File: config.mk
export PLATFORM = sky130hd
export DESIGN_NAME = memory_stage_sb
export DESIGN_NICKNAME = d
export VERILOG_FILES = /design/src/rtl/mem_stage_pkg.sv /design/src/rtl/memory_stage_sb_store_buf.sv /design/src/rtl/memory_stage_sb.sv
export SDC_FILE = /design/constraint.sdc
export NUM_CORES = 1
export LEC_CHECK = 0
export ABC_AREA = 1
export BUFFER_PORTS_ARGS = -buffer_cell sky130_fd_sc_hd__buf_2
export CAP_MARGIN = 0
export CELL_PAD_IN_SITES_DETAIL_PLACEMENT = 1
export CELL_PAD_IN_SITES_GLOBAL_PLACEMENT = 1
export CORE_ASPECT_RATIO = 1.5
export CORE_UTILIZATION = 47
export DETAILED_ROUTE_END_ITERATION = 8
export GPL_ROUTABILITY_DRIVEN = 0
export HOLD_SLACK_MARGIN = 0.12
export PLACE_DENSITY = 0.85
export SYNTH_ARGS = -nofsm -noshare
export SYNTH_HDL_FRONTEND = slang
export SYNTH_SLANG_ARGS = --single-unit
File: constraint.sdc
create_clock -name clk -period 14.7 [get_ports clk]
set_input_delay 1.47 -clock clk [delete_from_list [all_inputs] [get_ports clk]]
set_output_delay 1.47 -clock clk [all_outputs]
set_load 0.005 [all_outputs]
File: src/rtl/mem_stage_pkg.sv
// Shared state encoding and default sizing for the memory stage and its store buffer.
package mem_stage_pkg;

    localparam int DEF_DATA_W   = 16;
    localparam int DEF_ADDR_W   = 16;
    localparam int DEF_REG_AW   = 3;
    localparam int DEF_SB_DEPTH = 4;

    typedef enum logic [1:0] {
        IDLE  = 2'd0,
        LOAD  = 2'd1,
        DRAIN = 2'd2,
        DUMP  = 2'd3
    } state_t;

endpackage

File: src/rtl/memory_stage_sb_store_buf.sv
// FIFO of pending stores {addr, data} with a full-depth address match that
// returns the youngest matching entry for load forwarding.
module store_buf #(
    parameter int DATA_W = 16,
    parameter int ADDR_W = 16,
    parameter int DEPTH  = 4,
    localparam int PW    = $clog2(DEPTH),
    localparam int CW    = $clog2(DEPTH + 1)
) (
    input  logic              i_clk,
    input  logic              i_rst_n,
    input  logic              i_push,
    input  logic [ADDR_W-1:0] i_push_addr,
    input  logic [DATA_W-1:0] i_push_data,
    input  logic              i_pop,
    input  logic [ADDR_W-1:0] i_lookup_addr,
    output logic              o_hit,
    output logic [DATA_W-1:0] o_hit_data,
    output logic [ADDR_W-1:0] o_head_addr,
    output logic [DATA_W-1:0] o_head_data,
    output logic [CW-1:0]     o_count,
    output logic              o_full
);

    logic [ADDR_W-1:0] r_addr [DEPTH];
    logic [DATA_W-1:0] r_data [DEPTH];
    logic [DEPTH-1:0]  r_vld;
    logic [PW-1:0]     r_wr_ptr;
    logic [PW-1:0]     r_rd_ptr;
    logic [CW-1:0]     r_count;

    always_ff @(posedge i_clk) begin
        if (i_push) begin
            r_addr[r_wr_ptr] <= i_push_addr;
            r_data[r_wr_ptr] <= i_push_data;
        end
    end

    // Pop is applied before push so a full-buffer push+pop on the same slot stays valid.
    always_ff @(posedge i_clk or negedge i_rst_n) begin
        if (!i_rst_n) begin
            r_vld    <= '0;
            r_wr_ptr <= '0;
            r_rd_ptr <= '0;
            r_count  <= '0;
        end else begin
            if (i_pop) begin
                r_vld[r_rd_ptr] <= 1'b0;
                r_rd_ptr        <= r_rd_ptr + PW'(1);
            end
            if (i_push) begin
                r_vld[r_wr_ptr] <= 1'b1;
                r_wr_ptr        <= r_wr_ptr + PW'(1);
            end
            case ({i_push, i_pop})
                2'b10:   r_count <= r_count + CW'(1);
                2'b01:   r_count <= r_count - CW'(1);
                default: r_count <= r_count;
            endcase
        end
    end

    // Walk oldest to youngest so the last match seen is the youngest.
    always_comb begin
        o_hit      = 1'b0;
        o_hit_data = '0;
        for (int i = 0; i < DEPTH; i++) begin
            if (r_vld[r_rd_ptr + PW'(i)] && (r_addr[r_rd_ptr + PW'(i)] == i_lookup_addr)) begin
                o_hit      = 1'b1;
                o_hit_data = r_data[r_rd_ptr + PW'(i)];
            end
        end
    end

    assign o_head_addr = r_addr[r_rd_ptr];
    assign o_head_data = r_data[r_rd_ptr];
    assign o_count     = r_count;
    assign o_full      = (r_count == CW'(DEPTH));

endmodule

File: src/rtl/memory_stage_sb.sv
// Memory stage with a store buffer: stores retire into a FIFO that drains in the
// background; loads forward from the buffer or fetch from memory on a miss.
module memory_stage_sb
    import mem_stage_pkg::*;
#(
    parameter int DATA_W   = DEF_DATA_W,
    parameter int ADDR_W   = DEF_ADDR_W,
    parameter int REG_AW   = DEF_REG_AW,
    parameter int SB_DEPTH = DEF_SB_DEPTH
) (
    input  logic              clk,
    input  logic              rst,
    input  logic [ADDR_W-1:0] AluRes,
    input  logic [DATA_W-1:0] RtIn,
    input  logic              RegWriteIn,
    input  logic              DMemWriteIn,
    input  logic              DMemEnIn,
    input  logic              MemToRegIn,
    input  logic              DMemDumpIn,
    input  logic [REG_AW-1:0] RdAddrIn,
    output logic [DATA_W-1:0] writeData,
    output logic              RegWriteOut,
    output logic              DMemDumpOut,
    output logic [REG_AW-1:0] RdAddrOut,
    output logic              stall,
    output logic              err,
    output logic [ADDR_W-1:0] mem_addr,
    output logic [DATA_W-1:0] mem_wdata,
    output logic              mem_rd,
    output logic              mem_wr,
    output logic              mem_dump,
    input  logic [DATA_W-1:0] mem_rdata,
    input  logic              mem_done,
    input  logic              mem_err
);

    localparam int CW = $clog2(SB_DEPTH + 1);

    state_t r_state;
    logic   r_dump_done;
    logic   r_err;

    logic              w_load, w_store, w_dump, w_load_miss;
    logic              w_hit, w_full, w_push, w_pop;
    logic              w_rd, w_wr;
    logic              w_ld_stall, w_st_stall, w_dp_stall, w_stall;
    logic [DATA_W-1:0] w_hit_data, w_head_data;
    logic [ADDR_W-1:0] w_head_addr;
    logic [CW-1:0]     w_count;

    assign w_load      = DMemEnIn & ~DMemWriteIn;
    assign w_store     = DMemEnIn & DMemWriteIn;
    assign w_dump      = DMemDumpIn;
    assign w_load_miss = w_load & ~w_hit;

    // Commands are gated by reset so nothing reaches memory while rst is low.
    assign w_rd = rst & ((r_state == LOAD) | ((r_state == IDLE) & w_load_miss));
    assign w_wr = rst & (r_state == DRAIN);
    assign w_pop = (r_state == DRAIN) & mem_done;

    assign w_ld_stall = w_load_miss & ~(w_rd & mem_done);
    assign w_st_stall = w_store & w_full & ~w_pop;
    assign w_dp_stall = w_dump & ~r_dump_done;
    assign w_stall    = w_ld_stall | w_st_stall | w_dp_stall;
    assign w_push     = w_store & ~w_stall;

    store_buf #(
        .DATA_W (DATA_W),
        .ADDR_W (ADDR_W),
        .DEPTH  (SB_DEPTH)
    ) u_store_buf (
        .i_clk         (clk),
        .i_rst_n       (rst),
        .i_push        (w_push),
        .i_push_addr   (AluRes),
        .i_push_data   (RtIn),
        .i_pop         (w_pop),
        .i_lookup_addr (AluRes),
        .o_hit         (w_hit),
        .o_hit_data    (w_hit_data),
        .o_head_addr   (w_head_addr),
        .o_head_data   (w_head_data),
        .o_count       (w_count),
        .o_full        (w_full)
    );

    // A drain that has started always finishes; a load miss only preempts an idle slot.
    always_ff @(posedge clk or negedge rst) begin
        if (!rst) begin
            r_state     <= IDLE;
            r_dump_done <= 1'b0;
            r_err       <= 1'b0;
        end else begin
            if (mem_err & (w_rd | w_wr)) r_err <= 1'b1;
            if (r_state == DUMP)         r_dump_done <= 1'b1;
            else if (!w_stall)           r_dump_done <= 1'b0;
            case (r_state)
                IDLE: begin
                    if (w_load_miss) begin
                        if (!mem_done) r_state <= LOAD;
                    end else if (w_count != '0) begin
                        r_state <= DRAIN;
                    end else if (w_dump & ~r_dump_done) begin
                        r_state <= DUMP;
                    end
                end
                LOAD:    if (mem_done) r_state <= IDLE;
                DRAIN:   if (mem_done) r_state <= IDLE;
                DUMP:    r_state <= IDLE;
                default: r_state <= IDLE;
            endcase
        end
    end

    assign RegWriteOut = RegWriteIn;
    assign DMemDumpOut = DMemDumpIn;
    assign RdAddrOut   = RdAddrIn;
    assign writeData   = MemToRegIn ? (w_hit ? w_hit_data : mem_rdata) : DATA_W'(AluRes);
    assign stall       = w_stall;
    assign err         = r_err;
    assign mem_addr    = (r_state == DRAIN) ? w_head_addr : AluRes;
    assign mem_wdata   = w_head_data;
    assign mem_rd      = w_rd;
    assign mem_wr      = w_wr;
    assign mem_dump    = rst & (r_state == DUMP);

endmodule

### Yosys cells after proc, flatten, opt, wreduce, memory -nomap -nowiden

Memories as Yosys holds them, arrays and structs flattened.
Index checks and enable logic that the tools add are counted.

* register bits after elaboration: 15
* memory bits (writable): 128
* logic and storage cells: 111
* memories kept: 2
* output and inout bits: 58
* input bits: 60

* multiplexer cells: 36
* $lt $le $gt $ge: 7
* equal/unequal tests: 14
* bitwise operators: 28
* add/subtract/negate cells: 6
* reductions and logical operators: 11

Memories
* u_store_buf.r_addr: words 4, width 16, read ports 4, clocked after Yosys merged registers in 0, wr ports 1, RTL line memory_stage_sb_store_buf.sv:25 `logic [ADDR_W-1:0] r_addr [DEPTH];`
* u_store_buf.r_data: words 4, width 16, read ports 4, clocked after Yosys merged registers in 0, wr ports 1, RTL line memory_stage_sb_store_buf.sv:26 `logic [DATA_W-1:0] r_data [DEPTH];`

Operator list (number)
* 16-bit two-way mux: 7
* 16-bit equality test: 4
* 1-bit bitwise AND: 15
* 2-bit by 3-bit < comparator with 1-bit output (second input constant): 5
* 1-bit two-way mux: 14
* 2-bit two-way mux: 5
* 1-bit binary-select mux with 2-bit select: 4
* 4-bit two-way mux: 2
* 2-bit equality test (second input constant): 3
* 1-bit logical AND: 6
* 1-bit NOT: 6
* 2-bit case mux with 3 select lines: 1
* 3-bit case mux with 2 select lines: 1
* 2-bit by 1-bit adder with 2-bit output (second input constant): 2
* 2-bit adder (second input constant): 2
* 4-bit bitwise AND: 1
* 1-bit demux with 2-bit select: 2
* 2-bit by 1-bit equality test with 1-bit output (second input constant): 2
* 2-bit by 1-bit >= comparator with 1-bit output (second input constant): 2
* 2-bit by 1-bit inequality test with 1-bit output (second input constant): 2
* 4-bit by 3-bit inequality test with 1-bit output (second input constant): 1
* 4-bit NOT: 1
* 1-bit bitwise OR: 4
* 4-bit bitwise OR: 1
* 9 further kinds: 9

### Longest topological paths before layout

* depth after elaboration: 21
* gate-level depth with buffers: 32
* depth with buffers taken out: 24

### Cells and area by module

From an unflattened synthesis, not the netlist that was laid out.

* cell total of the unflattened synthesis: 1376
* area, all modules: 10307.4 sq um

By module, submodules not included
* store_buf: cells an instance 1211, area an instance 9391.5 sq um, times used 1, seq. area each 4119.0 sq um
* memory_stage_sb: cells an instance 165, area an instance 915.9 sq um, times used 1, seq. area each 100.1 sq um

### Least setup slack after synthesis

OpenSTA, ideal clock, no wires.

* path type: reg-to-reg
* from: reg u_store_buf.r_rd_ptr[1]
* to: mem u_store_buf.r_addr[3][0], enable pin
* period minus slack after synthesis: 4.978 ns
* path buffers: 8
* setup time: 0.421 ns
* data required time: 14.279 ns
* stages on the path, launching flop included: 26
* arrival time: 4.557 ns
* path slack: 9.722 ns
* path through: dfrtp_1 > clkbuf_1 > inv_1 > clkbuf_1 > clkbuf_1 > ha_1 > buf_2 > inv_2 > buf_4 > buf_4 > nand3_1 > nand2_1 > nand2_1 > nand4_1 > nor2_1 > nand3_2 > nand2_1 > nor2_2 > buf_6 > nand3_2 > nand2_1 > nand3_1 > nand2_1 > nand4_1 > buf_4 > nor2_1

* word-level cells in the longest chain between the ends: 21
* elaborated cells on any way between the ends: 38
* classes of those cells: 3 x add/sub; 4 x eq/ne; 14 x mux; 12 x bitwise; 4 x reduce/logical; 1 x memory

RTL lines
* start, declared: RTL line memory_stage_sb_store_buf.sv:29 `logic [PW-1:0] r_rd_ptr;`
* start signal, assigned: RTL line memory_stage_sb_store_buf.sv:49 `r_rd_ptr <= r_rd_ptr + PW'(1);`
* 2-bit by 1-bit adder with 2-bit output, or another cell as far along: RTL line memory_stage_sb_store_buf.sv:68 `if (r_vld[r_rd_ptr + PW'(i)] && (r_addr[r_rd_ptr + PW'(i)] == i_lookup_addr)) begin`
* memory 4 x 16 bit, or another cell as far along
* 16-bit equality test, or another cell as far along: RTL line memory_stage_sb_store_buf.sv:68
* 1-bit logical AND or 1-bit two-way mux (tied branches): RTL line memory_stage_sb_store_buf.sv:68
* 1-bit two-way mux (2 in series): RTL line memory_stage_sb_store_buf.sv:68
* 1-bit two-way mux (*): RTL line memory_stage_sb_store_buf.sv:68
* 1-bit NOT (*): RTL line memory_stage_sb.sv:54 `assign w_load_miss = w_load & ~w_hit;`
* 1-bit bitwise AND (*): RTL line memory_stage_sb.sv:54
* (+3 left out)
* 1-bit bitwise AND: RTL line memory_stage_sb.sv:61 `assign w_ld_stall = w_load_miss & ~(w_rd & mem_done);`
* 1-bit NOT: RTL line memory_stage_sb.sv:61
* 1-bit bitwise AND (*): RTL line memory_stage_sb.sv:61
* 1-bit bitwise OR (*) (2 in series): RTL line memory_stage_sb.sv:64 `assign w_stall = w_ld_stall | w_st_stall | w_dp_stall;`
* 1-bit NOT (*): RTL line memory_stage_sb.sv:65 `assign w_push = w_store & ~w_stall;`
* 1-bit bitwise AND (*): RTL line memory_stage_sb.sv:65
* 1-bit two-way mux (*): RTL line memory_stage_sb_store_buf.sv:33 `if (i_push) begin`
* 1-bit two-way mux (not written as such) (*): RTL line memory_stage_sb_store_buf.sv:34 `r_addr[r_wr_ptr] <= i_push_addr;`
* end, declared: RTL line memory_stage_sb_store_buf.sv:25

Every way passes the cells marked *; elsewhere a longest branch is shown, timed or not. The select of a mux whose other input is x is not followed.

### Final worst setup path

* from: reg u_store_buf.r_rd_ptr[0]
* to: out stall

* word-level cells in the longest chain between the ends: 17
* elaborated cells on any way between the ends: 34
* classes of those cells: 3 x add/sub; 4 x eq/ne; 12 x mux; 10 x bitwise; 4 x reduce/logical; 1 x memory

RTL lines
* 2-bit by 1-bit adder with 2-bit output, or another cell as far along: RTL line memory_stage_sb_store_buf.sv:68
* memory 4 x 16 bit, or another cell as far along
* 16-bit equality test, or another cell as far along: RTL line memory_stage_sb_store_buf.sv:68
* 1-bit logical AND or 1-bit two-way mux (tied branches): RTL line memory_stage_sb_store_buf.sv:68
* 1-bit two-way mux (2 in series): RTL line memory_stage_sb_store_buf.sv:68
* 1-bit two-way mux (*): RTL line memory_stage_sb_store_buf.sv:68
* 1-bit NOT (*): RTL line memory_stage_sb.sv:54
* 1-bit bitwise AND (*): RTL line memory_stage_sb.sv:54
* 1-bit bitwise AND: RTL line memory_stage_sb.sv:57 `assign w_rd = rst & ((r_state == LOAD) | ((r_state == IDLE) & w_load_miss));`
* 1-bit bitwise OR: RTL line memory_stage_sb.sv:57
* 1-bit bitwise AND: RTL line memory_stage_sb.sv:57
* 1-bit bitwise AND: RTL line memory_stage_sb.sv:61
* 1-bit NOT: RTL line memory_stage_sb.sv:61
* 1-bit bitwise AND (*): RTL line memory_stage_sb.sv:61
* 1-bit bitwise OR (*) (2 in series): RTL line memory_stage_sb.sv:64
* end, declared: RTL line memory_stage_sb.sv:25 `output logic stall,`

Marks and branches as above.

==> reports/metrics.csv <==
stage,metric,value,unit
outcome,status,completed,
worst_setup_path,ff2ff_path_depth,22,
detailed_routing,drtIter0Drc,716,
run,cap_violations,0,
clock_tree,cts_max_path_buffers,2,
logic_synthesis,synth_fp_nets,1585,
logic_synthesis,yosys_warnings,0,
worst_setup_path,r2r_end,u_store_buf.r_data[0][3],
worst_setup_path,cp.arrival,6.68,ns
clock_tree,cts-root-buf,clkbuf_16,
logic_synthesis,ys_seq_area_share,40.0,%
detailed_routing,vias,11000,
detailed_routing,firstDrtPassIters,5,
min_path,worstHoldPathCells,2,
sta,setup-tns-final,0,ns
logic_synthesis,netlist.area_leader.share,36.4,%
logic_synthesis,synth_edf_count,128,
worst_setup_path,r2r_setup_slack,6.72,ns
place,dpl.hpwl,28200,microns
clock_tree,cts-buffers-inserted,17,
floorplan,dieArea,23100,sq um
finish,finalNonFillerCells,1842,
logic_synthesis,yosysTopAreaCell,edfxtp_1,
finish,antennaDiodeCount,0,
logic_synthesis,postSynthAreaPerCell,6.99,sq um
sta,maxClockFrequency,123,MHz
detailed_routing,antenna_left,0,
sta,setup_violations,0,
logic_synthesis,async_flop_share,10.5,%
logic_synthesis,synth.most_common_cell,nand2_1,
logic_synthesis,ys_ff_latch,143,
pwr,p_leak,5.51,nW
global_routing,grt_util_all_layers,34.4,%
worst_setup_path,end_kind,output pin,
finish,syn_to_final_growth,10.5,%
finish,fin_area,11700,sq um
clock_tree,cts_tree,done,
place,post_dp_cell_area,11100,sq um
floorplan,die_w,124,microns
logic_synthesis,synth_area,10600,sq um
floorplan,initial_core_util,48.2,%
floorplan,fp.dieH,186,microns
floorplan,pin_count,118,
sta,holdWs,0.466,ns
clock_tree,postCtsSetupBuffers,0,
finish,post-route-util,53.3,%
detailed_routing,routed_wl,38900,microns
sta,slew_headroom,19.0,%
finish,nets,1632,
global_routing,first_global_vias,11300,
global_routing,grt_overflow,0,
sta,skew,0.0117,ns
detailed_routing,drc_errors,0,
clock_tree,cts_hold_buf,0,
logic_synthesis,ys_top_cells_by_area,"edfxtp_1 (36%), nand2_1 (20%), nand3_1 (8.7%), o21ai_0 (7.6%), inv_1 (4.3%)",
logic_synthesis,synth_cell_types,35,
logic_synthesis,synth_cells,1510,
clock_tree,post_cts_resized,0,
clock_tree,cts.sinks,143,
sta,worst_slew_pin_slew,1.21,ns
global_routing,grt_start_max_net_pins,102,
pwr,p_per_area,207,nW/um^2
worst_setup_path,crit_required,13.23,ns
logic_synthesis,synth_top_flop_cell,edfxtp_1,
sta,slew_violations,0,
detailed_routing,wire_per_inst,21.1,microns
global_routing,grt_pass1_wl,61000,microns
min_path,whs_endpoint,err,
clock_tree,insertion_delay,0.44,ns
place,dp.cells,1810,
sta,finalCriticalPeriod,8.15,ns
sta,hold_violations,0,
worst_setup_path,critPathLaunchType,register,
finish,drive_gt1_share,10.6,%
sta,post-route-period-util,55.5,%
min_path,hold_class,reg2reg,
pwr,ir_drop,0.140,mV
worst_setup_path,critPathKind,reg2out,
floorplan,row_count,66,
place,numPortBuffers,109,
clock_tree,ctsHtreeMaxLevel,4,
worst_setup_path,r2r_start,u_store_buf.r_rd_ptr[0],
worst_setup_path,cp_max_fo,94,
min_path,min_from,err,
floorplan,core_area,21900,sq um
detailed_routing,avgViaCountPerCell,5.97,
clock_tree,clkTransAtPathRegs,0.06,ns
global_routing,antenna_found_initial,0,
logic_synthesis,yosys-top-cells-count,"nand2_1 (549), nand3_1 (183), o21ai_0 (161)",
sta,grt_setup_unrepaired,no,
## area by class of cell
type,instances,area (sq um)
fillers,2894,10200
multi-input cells,1155,5450
clock inverters,14,144
flip-flops and latches,143,4220
inverters,122,458
clock buffers,18,429
well taps,272,340
repair buffers,118,613
## cells by family after synthesis
| family | Yosys count | share of synthesized area [%] |
|---|---|---|
| buf+inv | 212 | 8.70 |
| fa+ha+maj | 15 | 1.85 |
| compound gates | 242 | 12.2 |
| mux | 21 | 1.99 |
| simple gates | 869 | 34.6 |
| xor+xnor | 8 | 0.664 |
| flops | 143 | 40.0 |
## cell usage in the layout, fill, tap and decap left out, types with 3 or more instances in the layout
cell        netlist  final
nand2_1         549    549
nand3_1         183    183
o21ai_0         161    161
edfxtp_1        128    128
inv_1           120    119
buf_2            23    109
nor2_1           77     73
a21oi_1          34     34
nand4_1          30     30
mux2i_1          21     21
o21ai_1          19     19
clkbuf_16         0     17
o211ai_1         15     15
nor3_1           13     13
ha_1             14     13
dfrtp_1          15     13
buf_4            11      9
xor2_1            7      7
nor4_1            7      7
clkinvlp_4        0      6
o21a_1            5      5
nand3_2           4      4
nor2_4            0      4
inv_2             2      3
o21ai_2           3      3
## metrics by stage
| step | power [mW] | worst slack, ns |
|---|---|---|
| 6_report | 2.41 | 6.55 |
| 4_1_cts | 2.39 | 6.63 |
| 3_5_place_dp | 1.94 | 6.86 |
| 3_3_place_gp | 1.89 | 7.13 |
| 5_1_grt | 2.58 | 6.04 |
| 2_1_floorplan | 1.54 | 9.72 |
## power breakdown
group	total [mW]	internal [mW]	switching, mW	leakage [nW]
Combinational	1.44	0.419	1.02	3.92
Sequential	0.537	0.481	0.0559	1.33
Clock	0.433	0.249	0.184	0.260
## sequential cells by signal, summed over array words and instances (netlist names)
register and flops:
err 1, u_store_buf.r_addr 64, u_store_buf.r_data 64, u_store_buf.r_vld 4
r_state 2, u_store_buf.r_wr_ptr 2, u_store_buf.o_count 3, u_store_buf.r_rd_ptr 2
r_dump_done 1
## how the worst max path moves through the flow
stage / start / end / slack, ns
4_1_cts: u_store_buf.r_rd_ptr[0] / stall / 6.63
3_3_place_gp: u_store_buf.r_rd_ptr[0] / u_store_buf.r_data[0][3] / 7.13
2_1_floorplan: u_store_buf.r_rd_ptr[1] / u_store_buf.r_addr[3][0] / 9.72
3_5_place_dp: u_store_buf.r_rd_ptr[0] / u_store_buf.r_data[0][5] / 6.86
6_report: u_store_buf.r_rd_ptr[0] / stall / 6.55
5_1_grt: u_store_buf.r_rd_ptr[0] / stall / 6.04
## critical path, cell delays in order (launching register included)
cell	delay, ns
dfrtp_4	0.79
inv_2	0.13
buf_4	0.77
ha_2	0.44
buf_4	0.35
inv_2	0.90
nand3_1	0.27
nand2_1	0.12
nand2_1	0.06
nand2_1	0.13
nor2_1	0.05
nand2_1	0.06
nor2_1	0.05
nand3_2	0.31
nand2_1	0.12
nor2_2	0.47
buf_4	0.31
nand3_2	0.11
nand2_1	0.08
nand3_1	0.08
a21oi_1	0.35
nand2_1	0.09
buf_2	0.14
## per-layer routing
metal / wire length, microns / track usage [%] / up-vias
met3: 1810 / 3.85 / 132
met1: 14900 / 38.5 / 5318
li1: - / - / 5150
met2: 19900 / 61.8 / 397
met4: 2380 / 22.8 / 0
met5: 0 / 0 / -
(Power assumes the default switching activity.)
